==> config.mk <==
export PLATFORM = sky130hd
export DESIGN_NAME = if_fetch_queue
export DESIGN_NICKNAME = d
export VERILOG_FILES = /design/src/rtl/if_fetch_queue.sv
export SDC_FILE = /design/constraint.sdc
export NUM_CORES = 1
export LEC_CHECK = 0
export ABC_AREA = 0
export CAP_MARGIN = 5
export CORE_MARGIN = 5
export CORE_UTILIZATION = 35
export CTS_CLUSTER_SIZE = 24
export DETAILED_ROUTE_END_ITERATION = 8
export SLEW_MARGIN = 10
export SYNTH_ARGS = -nofsm -noshare
export SYNTH_HDL_FRONTEND = slang
export SYNTH_SLANG_ARGS = --single-unit
==> constraint.sdc <==
create_clock -name clk -period 2.9 [get_ports clk]
set_input_delay 0.29 -clock clk [delete_from_list [all_inputs] [get_ports clk]]
set_output_delay 0.29 -clock clk [all_outputs]
set_load 0.005 [all_outputs]
==> src/rtl/if_fetch_queue.sv <==
// if_fetch_queue: instruction fetch engine sitting between the IF-stage PC
// register and the IF/ID boundary. Issues one instruction-memory request at a
// time, drives the PC enable only when a fetch is issued, and buffers returned
// {pc, instr} pairs in a DEPTH-entry FIFO. Branch redirects flush the queue and
// any in-flight request.
// Optional build macro FETCH_MISALIGN_CHECK_EN: misaligned PCs are not sent to
// memory; a NOP entry tagged with a fault bit is queued instead (id_fault).
module if_fetch_queue #(
    parameter int DEPTH = 4,
    localparam int CNT_W = $clog2(DEPTH) + 1
) (
    input  logic             clk,
    input  logic             reset,
    input  logic [31:0]      pc_value,
    output logic             pc_advance,
    output logic             imem_req,
    output logic [31:0]      imem_addr,
    input  logic             imem_ack,
    input  logic [31:0]      imem_rdata,
    input  logic             flush,
    output logic             id_valid,
    output logic [31:0]      id_pc,
    output logic [31:0]      id_instr,
`ifdef FETCH_MISALIGN_CHECK_EN
    output logic             id_fault,
`endif
    input  logic             id_ready,
    output logic [CNT_W-1:0] occupancy
);

    localparam int PTR_W = (DEPTH > 1) ? $clog2(DEPTH) : 1;
    localparam logic [CNT_W-1:0] DEPTH_C = CNT_W'(DEPTH);
    localparam logic [31:0] NOP_INSTR = 32'h0000_0013;

    typedef enum logic [1:0] {IDLE, WAIT, DROP} state_t;

    state_t           state;
    logic [PTR_W-1:0] wr_ptr;
    logic [PTR_W-1:0] rd_ptr;
    logic [31:0]      pc_store    [DEPTH];
    logic [31:0]      instr_store [DEPTH];

    logic             pop;
    logic             push;
    logic             start_req;
    logic             can_issue;
    logic [CNT_W-1:0] occ_after_pop;
    logic [CNT_W-1:0] occ_after_push;
    logic [31:0]      push_pc;
    logic [31:0]      push_instr;
    logic             pc_aligned;

`ifdef FETCH_MISALIGN_CHECK_EN
    logic             fault_store [DEPTH];
    logic             push_fault;
    assign pc_aligned = (pc_value[1:0] == 2'b00);
`else
    assign pc_aligned = 1'b1;
`endif

    assign id_valid = (occupancy != '0);
    assign id_pc    = id_valid ? pc_store[rd_ptr]    : 32'h0;
    assign id_instr = id_valid ? instr_store[rd_ptr] : 32'h0;
`ifdef FETCH_MISALIGN_CHECK_EN
    assign id_fault = id_valid ? fault_store[rd_ptr] : 1'b0;
`endif

    // Issue/push decisions: a slot is reserved at issue, so an ack push never overflows
    always_comb begin
        pop            = id_valid && id_ready && !flush;
        occ_after_pop  = occupancy - CNT_W'(pop);
        occ_after_push = occupancy + CNT_W'(1) - CNT_W'(pop);
        can_issue      = !flush && (occ_after_pop < DEPTH_C);
        pc_advance     = 1'b0;
        start_req      = 1'b0;
        push           = 1'b0;
        push_pc        = imem_addr;
        push_instr     = imem_rdata;
`ifdef FETCH_MISALIGN_CHECK_EN
        push_fault     = (state == IDLE);
`endif
        case (state)
            IDLE: begin
                if (can_issue) begin
                    pc_advance = 1'b1;
                    if (pc_aligned) begin
                        start_req = 1'b1;
                    end else begin
                        push       = 1'b1;
                        push_pc    = pc_value;
                        push_instr = NOP_INSTR;
                    end
                end
            end
            WAIT: begin
                if (imem_ack && !flush) begin
                    push = 1'b1;
                    // A misaligned follow-on PC is left for IDLE to handle next cycle
                    if ((occ_after_push < DEPTH_C) && pc_aligned) begin
                        pc_advance = 1'b1;
                        start_req  = 1'b1;
                    end
                end
            end
            default: ;
        endcase
    end

    // Request FSM: a request, once raised, is held until its ack arrives
    always_ff @(posedge clk or posedge reset) begin
        if (reset) begin
            state     <= IDLE;
            imem_req  <= 1'b0;
            imem_addr <= 32'h0;
        end else begin
            case (state)
                IDLE: begin
                    if (start_req) begin
                        imem_addr <= pc_value;
                        imem_req  <= 1'b1;
                        state     <= WAIT;
                    end
                end
                WAIT: begin
                    if (imem_ack) begin
                        if (start_req) begin
                            imem_addr <= pc_value;
                        end else begin
                            imem_req <= 1'b0;
                            state    <= IDLE;
                        end
                    end else if (flush) begin
                        state <= DROP;
                    end
                end
                DROP: begin
                    if (imem_ack) begin
                        imem_req <= 1'b0;
                        state    <= IDLE;
                    end
                end
                default: begin
                    imem_req <= 1'b0;
                    state    <= IDLE;
                end
            endcase
        end
    end

    // FIFO control: pointers wrap naturally at power-of-two depth; flush empties at once
    always_ff @(posedge clk or posedge reset) begin
        if (reset) begin
            wr_ptr    <= '0;
            rd_ptr    <= '0;
            occupancy <= '0;
        end else if (flush) begin
            wr_ptr    <= '0;
            rd_ptr    <= '0;
            occupancy <= '0;
        end else begin
            if (push) wr_ptr <= wr_ptr + PTR_W'(1);
            if (pop)  rd_ptr <= rd_ptr + PTR_W'(1);
            occupancy <= occupancy + CNT_W'(push) - CNT_W'(pop);
        end
    end

    // FIFO storage: data only, outputs are masked by id_valid so no reset is needed
    always_ff @(posedge clk) begin
        if (push) begin
            pc_store[wr_ptr]    <= push_pc;
            instr_store[wr_ptr] <= push_instr;
`ifdef FETCH_MISALIGN_CHECK_EN
            fault_store[wr_ptr] <= push_fault;
`endif
        end
    end

endmodule

==> impl_results.rst, run 1 <==
.. list-table::
   :header-rows: 1

   * - Metric
     - Value
   * - Horizontal die dimension
     - roughly 190 um
   * - Ant. Diodes
     - 0
   * - Maximum clock path buffer count
     - 3
   * - Layout cell share with drive strength beyond 1
     - approximately 24%
   * - Number of ports placed on the die boundary
     - 171
   * - Clock insertion delay at the later pin of the skew report
     - 0.55 ns
   * - Congestion Overflow GR
     - 0
   * - Mapped Area
     - around 12000 um2
   * - Worst hold-check slack
     - 0.189 ns
   * - Share of synthesized cell area in full adder, half adder and majority cells
     - less than 1%
   * - CTS buffer count
     - 31
   * - Fin Setup TNS
     - 0 ns
   * - Hold bufs inserted after CTS
     - 0
   * - Area of the multi-input gates
     - between 2000 and 3000 um2
   * - P_leak
     - 5.56 nW
   * - Worst IR Drop VDD
     - about 0.53 mV
   * - Pwr dens
     - 891 nW/um2
   * - Final setup violation count
     - 0
   * - Maximum number of pins on one net before global-route repair
     - 46
   * - Buffers added on ports
     - 170
   * - Post-synthesis mux area share
     - 16.6%
   * - Seq cells post-synth
     - 298
   * - Final routed DRC violation total
     - 0
   * - Layout overhead on the synthesized area
     - 31.3%
   * - Clock Root Buffer
     - clkbuf_16
   * - Mean area per synthesized cell
     - 21.5 um2
   * - Clock tree from TritonCTS
     - built
   * - Drt wl/cell
     - slightly above 20 um
   * - Reg clk slew, reported paths
     - 0.06 ns
   * - Final cycle utilization of the critical path
     - 96.5%
   * - Worst Path Required
     - 2.61 ns
   * - Utilization of the core after routing
     - 46.7%
   * - Place WS
     - 0.136 ns
   * - Via count
     - 5727
   * - Net count reported at finish
     - 819
   * - Class of the tightest hold or removal check
     - in -> async
   * - GPL Wtd Cong
     - 0.718
   * - Highest Clock Rate
     - 357 MHz
   * - Global-route wire length before repair
     - 37500 um
   * - Synthesized netlist cell count
     - 540
   * - R2R setup slack
     - 0.44 ns
   * - Setup repair after global routing missed its margin
     - true
   * - Most frequent standard cell in the layout excluding fill and tap cells
     - edfxtp_1
   * - Num rows
     - 66
   * - Synth Area in XOR/XNOR
     - less than 1%
   * - Initial DRT Pass Iterations
     - 4
   * - Count of distinct cell types in the synthesized netlist
     - 29
   * - Placeable Area
     - 32600 um2
   * - Final Critical Period
     - about 2.8 ns
   * - Number of antenna violations at the first check in global routing
     - 1
   * - Highest-count cells in the layout ignoring fill and taps
     - 256 x edfxtp_1, 139 x clkdlybuf4s50_1, 64 x mux4_2, 64 x and2_1, 39 x dfrtp_1
   * - Total power consumption of the routed design
     - 13.6 mW
   * - Max capacitance violation total
     - 0
   * - Final worst-path setup slack
     - roughly 0.1 ns
   * - Max H-tree Level
     - 1
   * - Setup clock skew after layout
     - between 0.015 and 0.02 ns
   * - Die Area
     - 36800 um2
   * - Max-slew headroom
     - about 47%
   * - Count of endpoints failing hold in the final timing report
     - 0
   * - Number of sinks driven by the clock tree
     - 298
   * - Register Area
     - 8750 um2
   * - Startpoint type of the worst setup path
     - register
   * - Final count of pins violating max slew
     - 0
   * - Yosys Warn Count
     - 0
   * - Number of global-route vias before repair
     - between 6000 and 7000
   * - Sequential-to-total area share from yosys stat
     - 75.4%
   * - Capturing element type of the critical path
     - primary output
   * - Post-synthesis compound-gate area fraction
     - 0.734%
   * - Mapped Nets
     - 616
   * - Y dimension of the die
     - 192 um
   * - Worst slew pin tran
     - around 0.8 ns
   * - Starting density of the core
     - 35.5%
   * - Residual antenna-violating net count after detailed routing
     - 0
   * - Total routing usage reported by global routing
     - 13.2%
   * - Iteration-0 DRC Markers
     - 271
   * - Data arrival at the endpoint of the critical path
     - 2.51 ns
   * - Routed wire length
     - 24600 um
   * - Critical-path maximum fanout
     - 26
   * - Run status
     - finished clean
   * - HPWL reported at the end of detailed placement
     - around 16000 um
   * - Vias per std cell
     - 4.73
   * - Synthesized-area fraction occupied by and/or/nand/nor cells
     - 4.76%
   * - Main combinational cell family by area after synthesis
     - multiplexers
   * - Layout fillers
     - ~2800
   * - Critical path start-end classification
     - reg -> out
logic make-up (layout without fill, tap and decap cells):
group	Yosys count	count (layout)
simple gates	91	91
xor+xnor	5	5
mux	97	97
fa+ha+maj	7	7
compound gates	9	9
buf+inv	33	261
flops	298	298
critical path, stage by stage, from the launching register on:
cell             delay [ns]
dfrtp_4                0.73
buf_12                 0.24
mux4_2                 0.32
and2_1                 0.20
clkdlybuf4s50_1        0.45
metrics by stage:
stage / cell area [um2] / instances
after floorplan: 11600 / 540
after global placement: 14100 / 1151
after detailed placement: 14100 / 1151
after CTS: 15100 / 1209
after global routing: 15200 / 1210
final: 15200 / 1210
state kept, by name (all words and copies together), names as in the netlist:
signal / flops
instr_store: 128
pc_store: 128
imem_addr: 32
occupancy: 3
rd_ptr: 2
state: 2
wr_ptr: 2
imem_req: 1
cell type report:
class,count,area share [%]
clock buffers,43,5.72
well taps,442,3.63
multi-input cells,209,17.8
clock inverters,15,1.23
inverters,8,0.197
flip-flops and latches,298,57.5
repair buffers,195,13.9
metal layers:
| layer | part of all wire, % | vias up | GRT usage (%) | wire length [um] |
|---|---|---|---|---|
| met5 | 0.053 | - | 0 | 13 |
| met4 | 1.0 | 2 | 2.32 | 246 |
| met3 | 6.0 | 24 | 2.94 | 1460 |
| met2 | 50 | 153 | 22.9 | 12300 |
| met1 | 43 | 3004 | 17.4 | 10600 |
| li1 | - | 2544 | - | - |
repair_timing:
item / 4_1_cts / 5_1_grt
setup endpoints to repair: 25 / 45
gates cloned: 0 / 0
pin swaps: 1 / 1
buffers inserted: 0 / 1
gates resized for setup: 6 / 33
hold endpoints to repair: 0 / 0
path summary, 6_finish.rpt:
check / startpoint / endpoint / depth (start not counted)
worst min register to register: imem_addr[18]$_DFFE_PP0P_ / pc_store[0][18]$_DFFE_PP_ / 0
worst min-delay path: reset / imem_addr[29]$_DFFE_PP0P_ / 2
min in group clk: pc_value[22] / imem_addr[22]$_DFFE_PP0P_ / 2
worst max register to register: occupancy[2]$_DFF_PP0_ / occupancy[2]$_DFF_PP0_ / 9
worst max-delay path: rd_ptr[1]$_DFFE_PP0P_ / id_pc[14] / 4
max in group asynchronous: reset / occupancy[1]$_DFF_PP0_ / 3
power breakdown:
part / switching [mW] / internal [mW] / total (mW)
clock network: 1.56 / 2.45 / 4.01
logic: 1.44 / 2.38 / 3.82
registers: 0.460 / 5.27 / 5.73
cells in the mapped netlist:
cell type | count | area (um2)
edfxtp_1 | 256 | 7690
and2_1 | 68 | 425
mux4_2 | 64 | 1440
dfrtp_1 | 42 | 1050
mux2_4 | 29 | 435
clkbuf_1 | 14 | 52.6
inv_1 | 8 | 30.0
nor2_1 | 8 | 30.0
ha_1 | 6 | 75.1
buf_2 | 5 | 25.0
nand2_1 | 5 | 18.8
mux2_2 | 4 | 45.0
a21oi_1 | 3 | 15.0
buf_1 | 3 | 11.3
buf_6 | 3 | 33.8
nor2b_1 | 3 | 18.8
o21ai_0 | 3 | 15.0
xnor2_1 | 3 | 26.3
or3_1 | 2 | 12.5
xor2_1 | 2 | 17.5
a2111oi_4 | 1 | 27.5
a31oi_1 | 1 | 6.26
a31oi_4 | 1 | 21.3
fa_1 | 1 | 20.0
nand3_1 | 1 | 5.00
nand3b_1 | 1 | 7.51
nor3_4 | 1 | 16.3
nor4b_1 | 1 | 8.76
or3b_1 | 1 | 8.76
No activity file was read; power rests on OpenSTA's default activity.
==> run 2: changes to the inputs <==
- CORE_ASPECT_RATIO: default -> 1.75
==> run 2 against run 1 <==
Net effect: utilization is 1.0 points lower; die area is 0.39% higher; fmax is 0.43% higher; combinational power is 3% higher; critical path type unchanged; global-route usage is 0.12 points higher; register-to-register slack hardly changed; power is 1.1% lower; clock power is 6.7% lower; flip-flop and latch count stayed put.
==> impl_results.rst, run 2 (same netlist as run 1, synthesis figures left out) <==
.. list-table::
   :header-rows: 1

   * - Metric
     - Value
   * - Area after DPL
     - 13900 um2
   * - Leading registers by flop count
     - instr_store (128), pc_store (128), imem_addr (32)
   * - Met1 Track Usage GR
     - 15.2%
   * - GPL Wtd Cong
     - ~0.72
   * - Global-route wire length before repair
     - 38000 um
   * - Capturing element type of the critical path
     - primary output
   * - Most frequent standard cell in the layout excluding fill and tap cells
     - edfxtp_1
   * - Via count
     - roughly 5700
   * - Iteration-0 DRC Markers
     - between 100 and 150
   * - Worst Path Required
     - 2.61 ns
   * - Starting density of the core
     - a little over a third
   * - Met3 demand-to-capacity share in global routing
     - 2.91%
   * - Final cycle utilization of the critical path
     - between 90% and 100%
   * - Final worst-path setup slack
     - around 0.11 ns
   * - Final Critical Period
     - about 2.8 ns
   * - Number of ports placed on the die boundary
     - 171
   * - Cell with the largest stage delay on the worst path
     - mux4_2
   * - Top delay family on crit path
     - buffers and inverters
   * - Congestion Overflow GR
     - 0
   * - Number of sinks driven by the clock tree
     - a little under 300
   * - Routed wire length
     - 24700 um
   * - Layout cell share with drive strength beyond 1
     - 23.6%
   * - Vias per std cell
     - about 4.9
   * - Place WS
     - 0.163 ns
   * - Num rows
     - 88
   * - Setup clock skew after layout
     - 0.00821 ns
   * - Maximum clock path buffer count
     - 3
   * - Y dimension of the die
     - approximately 250 um
   * - P_leak
     - 5.05 nW
   * - Critical path start-end classification
     - reg -> out
   * - Number of antenna violations at the first check in global routing
     - 1
   * - Instance count on the critical path
     - 4
   * - CTS buffer count
     - 27
   * - Horizontal die dimension
     - 148 um
   * - Final count of pins violating max slew
     - 0
   * - Class of the tightest hold or removal check
     - in -> async
   * - Delay contributed by the slowest stage of the critical path
     - 0.56 ns
   * - Critical-path maximum fanout
     - 15
   * - Clock tree from TritonCTS
     - built
   * - Count of endpoints failing hold in the final timing report
     - 0
   * - Layout overhead on the synthesized area
     - 29.3%
   * - Highest-count cells in the layout ignoring fill and taps
     - 256 x edfxtp_1, 169 x clkdlybuf4s50_1, 64 x mux4_2, 64 x and2_1, 39 x dfrtp_1
   * - Max capacitance violation total
     - 0
   * - HPWL reported at the end of detailed placement
     - 16000 um
   * - Residual antenna-violating net count after detailed routing
     - 0
   * - Maximum number of pins on one net before global-route repair
     - 38
   * - Met2 track demand over resource in global routing
     - approximately 25%
   * - Highest Clock Rate
     - 359 MHz
   * - Setup repair after global routing missed its margin
     - false
   * - Die Area
     - roughly 37000 um2
   * - Pwr dens
     - 895 nW/um2
   * - Total buffers and inverters traversed by the critical path
     - 2
   * - Ant. Diodes
     - 0
   * - Run status
     - finished clean
   * - Final instance area
     - approximately 15000 um2
   * - Number of global-route vias before repair
     - 6499
   * - Final setup violation count
     - 0
   * - R2R setup slack
     - ~0.45 ns
   * - Total routing usage reported by global routing
     - a little over an eighth
   * - Fin Setup TNS
     - 0 ns
   * - Placeable Area
     - 32800 um2
   * - Buffers added on ports
     - 170
   * - Reg clk slew, reported paths
     - 0.07 ns
   * - Max-slew headroom
     - between 40% and 50%
   * - Clock insertion delay at the later pin of the skew report
     - 0.53 ns
   * - Utilization of the core after routing
     - 45.7%
   * - Clock Root Buffer
     - clkbuf_16
   * - Final routed DRC violation total
     - 0
   * - Net count reported at finish
     - 818
   * - Max H-tree Level
     - 1
   * - Ordered list of cells on the worst path
     - buf_6, mux4_2, and2_1, clkdlybuf4s50_1
   * - Endpoint of the most critical register-to-register path
     - occupancy[2]$_DFF_PP0_
   * - Worst R2R Start
     - occupancy[2]$_DFF_PP0_
   * - Top Usage Layer GRT
     - met2
   * - Initial DRT Pass Iterations
     - 4
   * - Worst slew pin tran
     - 0.862 ns
   * - Startpoint type of the worst setup path
     - register
   * - Layout fillers
     - 2823
   * - Drt wl/cell
     - between 20 and 25 um
   * - Worst IR Drop VDD
     - 0.537 mV
   * - Data arrival at the endpoint of the critical path
     - 2.50 ns
   * - Worst Reg-to-Reg Cells
     - 9
[run 2: where the power goes]
part | switching (mW) | internal (mW)
Sequential | 0.459 | 5.27
Clock | 1.52 | 2.22
Combinational | 1.46 | 2.49
[run 2: worst max path at each step]
stage	end	from	slack, ns
floorplan	instr_store[1][0]$_DFFE_PP_	state[0]$_DFFE_PP0P_	0.09
global placement	pc_advance	id_ready	0.17
detailed placement	pc_advance	id_ready	0.16
CTS	id_pc[21]	rd_ptr[0]$_DFFE_PP0P_	-0.04
global route	id_pc[21]	rd_ptr[0]$_DFFE_PP0P_	0.004
finish	id_instr[24]	rd_ptr[0]$_DFFE_PP0P_	0.11
[run 2: final cells by class]
cell class	count	area (um2)	area share [%]
flip-flops and latches	298	8750	58.4
multi-input cells	209	2710	18.1
repair buffers	198	2050	13.7
clock buffers	34	722	4.82
well taps	405	507	3.38
clock inverters	15	216	1.45
inverters	8	30.0	0.200
[run 2: routing by layer]
| metal | wire length, um | share of wire [%] | vias up |
|---|---|---|---|
| li1 | - | - | 2537 |
| met1 | 9290 | 38 | 2954 |
| met2 | 13600 | 55 | 143 |
| met3 | 1330 | 5.4 | 30 |
| met4 | 562 | 2.3 | 0 |
| met5 | 0 | 0 | - |
[run 2: repair_timing]
item,in CTS,in global routing
endpoints found under the hold margin,0,0
hold buffers,0,0
resized for setup,2,5
cloned,1,1
endpoints found under the setup margin,33,50
pin swaps,1,1
buffers inserted,0,2
[run 2: through the flow]
stage,power [mW],hold WS (ns),instances
3_5_place_dp,9.77,0.542,1114
5_1_grt,14.1,0.299,1167
6_report,13.4,0.237,1167
3_3_place_gp,9.68,0.521,1114
4_1_cts,13.6,0.253,1164
2_1_floorplan,7.52,0.356,540
==> run 3: changes to the inputs <==
- CAP_MARGIN: 5 -> 30
==> run 3 against run 2 <==
Net effect: clock power about the same; non-clock buffer count increased by 2; cell area increased by 0.20%; largest cell class unchanged; first-iteration DRC count increased by 3.4%; largest power group unchanged; combinational power about the same; cell count increased by 0.17%; die area unchanged; critical endpoint is now id_instr[23]; sequential share of layout area decreased by 0.12 points.
==> impl_results.rst, run 3 (same netlist as run 1, synthesis figures left out) <==
.. list-table::
   :header-rows: 1

   * - Metric
     - Value
   * - Horizontal die dimension
     - around 150 um
   * - Area of the multi-input gates
     - about 2700 um2
   * - Iteration-0 DRC Markers
     - 153
   * - Final cycle utilization of the critical path
     - 96.1%
   * - Worst IR Drop VDD
     - 0.536 mV
   * - Global-route wire length before repair
     - 38000 um
   * - Startpoint type of the worst setup path
     - register
   * - Start point of the worst min-delay path
     - imem_ack
   * - Setup clock skew after layout
     - between 0.009 and 0.01 ns
   * - Layout fillers
     - 2820
   * - Fin Setup TNS
     - 0 ns
   * - Endpoint of the most critical register-to-register path
     - occupancy[2]$_DFF_PP0_
   * - Worst hold-check slack
     - ~0.35 ns
   * - Worst Reg-to-Reg Cells
     - 9
   * - Register Area
     - 8750 um2
   * - Ant. Diodes
     - 0
   * - Class of the tightest hold or removal check
     - in -> reg
   * - Highest Clock Rate
     - roughly 360 MHz
   * - Number of antenna violations at the first check in global routing
     - 1
   * - Max H-tree Level
     - 1
   * - Run status
     - finished clean
   * - Total power consumption of the routed design
     - 13.4 mW
   * - Num rows
     - between 80 and 90
   * - Most frequent standard cell in the layout excluding fill and tap cells
     - edfxtp_1
   * - Setup repair after global routing missed its margin
     - false
   * - Data arrival at the endpoint of the critical path
     - 2.50 ns
   * - Capturing element type of the critical path
     - primary output
   * - Clock Root Buffer
     - clkbuf_16
   * - Leading registers by flop count
     - instr_store (128), pc_store (128), imem_addr (32)
   * - Total routing usage reported by global routing
     - 13.3%
   * - Layout overhead on the synthesized area
     - 29.5%
   * - Highest-count cells in the layout ignoring fill and taps
     - 256 x edfxtp_1, 169 x clkdlybuf4s50_1, 64 x mux4_2, 64 x and2_1, 39 x dfrtp_1
   * - Max-slew headroom
     - 64.6%
   * - Max capacitance violation total
     - 0
   * - Drt wl/cell
     - 21.2 um
   * - Die Area
     - around 37000 um2
   * - Number of sinks driven by the clock tree
     - between 200 and 300
   * - Worst slew pin tran
     - 0.526 ns
   * - Final routed DRC violation total
     - 0
   * - CTS buffer count
     - 27
   * - Clock tree from TritonCTS
     - built
   * - Via count
     - 5667
   * - Placeable Area
     - 32800 um2
   * - HPWL reported at the end of detailed placement
     - between 15000 and 20000 um
   * - GPL Wtd Cong
     - 0.721
   * - R2R setup slack
     - 0.45 ns
   * - Buffers added on ports
     - 170
   * - Maximum number of pins on one net before global-route repair
     - 38
   * - Critical-path maximum fanout
     - 15
   * - Final count of pins violating max slew
     - 0
   * - Number of ports placed on the die boundary
     - 171
   * - Routed wire length
     - 24700 um
   * - Clock insertion delay at the later pin of the skew report
     - 0.53 ns
   * - Residual antenna-violating net count after detailed routing
     - 0
   * - Hold Path Stages
     - 2
   * - Hold Path End
     - state[1]$_DFFE_PP0P_
   * - Maximum clock path buffer count
     - 3
   * - Number of global-route vias before repair
     - 6499
   * - Layout cell share with drive strength beyond 1
     - 23.7%
   * - Count of endpoints failing hold in the final timing report
     - 0
   * - Congestion Overflow GR
     - 0
   * - Y dimension of the die
     - 251 um
   * - Net count reported at finish
     - 820
   * - Starting density of the core
     - 35.3%
   * - Pwr dens
     - 894 nW/um2
   * - P_leak
     - 5.07 nW
   * - Final Critical Period
     - 2.79 ns
   * - Critical path start-end classification
     - reg -> out
   * - Reg clk slew, reported paths
     - 0.06 ns
   * - Worst Path Required
     - 2.61 ns
   * - Final setup violation count
     - 0
   * - Vias per std cell
     - 4.85
   * - Worst R2R Start
     - occupancy[2]$_DFF_PP0_
   * - Initial DRT Pass Iterations
     - 4
[run 3: cell types whose count changed in the layout (fill, tap and decap cells not counted)]
cell / previous run / this run
dlygate4sd3_1: 0 / 1
buf_12: 5 / 6
[run 3: worst max-delay path by stage]
stage | slack (ns) | to | from
6_report | 0.11 | id_instr[23] | rd_ptr[0]$_DFFE_PP0P_
5_1_grt | 0.004 | id_pc[21] | rd_ptr[0]$_DFFE_PP0P_
3_5_place_dp | 0.16 | pc_advance | id_ready
3_3_place_gp | 0.17 | pc_advance | id_ready
2_1_floorplan | 0.09 | instr_store[1][0]$_DFFE_PP_ | state[0]$_DFFE_PP0P_
4_1_cts | -0.04 | id_pc[21] | rd_ptr[0]$_DFFE_PP0P_
[run 3: per-layer routing]
metal	share of wire (%)	track usage, %	vias to the layer above
met2	55	24.8	147
met5	0	0	-
met1	38	15.2	2948
li1	-	-	2541
met3	5.4	2.91	31
met4	2.3	4.03	0
[run 3: worst max-delay path, stage by stage (launching register included)]
cell and delay, ns:
dfrtp_4 0.53, buf_6 0.26, mux4_2 0.55, and2_1 0.17
clkdlybuf4s50_1 0.46
[run 3: timing repair]
action | 4_1_cts | 5_1_grt
setup endpoints to repair | 33 | 50
hold buffers | 0 | 1
buffers inserted | 0 | 2
resized for setup | 2 | 5
hold endpoints to repair | 0 | 3
gates cloned | 1 | 1
pin swaps | 1 | 1
[run 3: per-stage QoR]
stage | worst slack (ns) | utilization, % | instances | cell area, um2
final | 0.112 | 45.7 | 1169 | 15000
after global placement | 0.172 | 42.5 | 1114 | 13900
after detailed placement | 0.163 | 42.5 | 1114 | 13900
after floorplan | 0.0906 | - | 540 | 11600
after CTS | -0.0408 | 45.5 | 1164 | 14900
after global routing | 0.00360 | 45.7 | 1169 | 15000
[run 3: power breakdown]
part / total (mW) / switching (mW) / internal [mW]
Combinational: 3.95 / 1.46 / 2.50
Clock: 3.74 / 1.52 / 2.22
Sequential: 5.73 / 0.461 / 5.27
[run 3: cell type report]
class / count / area share, %
inverters: 8 / 0.200
clock buffers: 34 / 4.81
multi-input cells: 209 / 18.1
repair buffers: 200 / 13.8
clock inverters: 15 / 1.44
flip-flops and latches: 298 / 58.3
well taps: 405 / 3.38
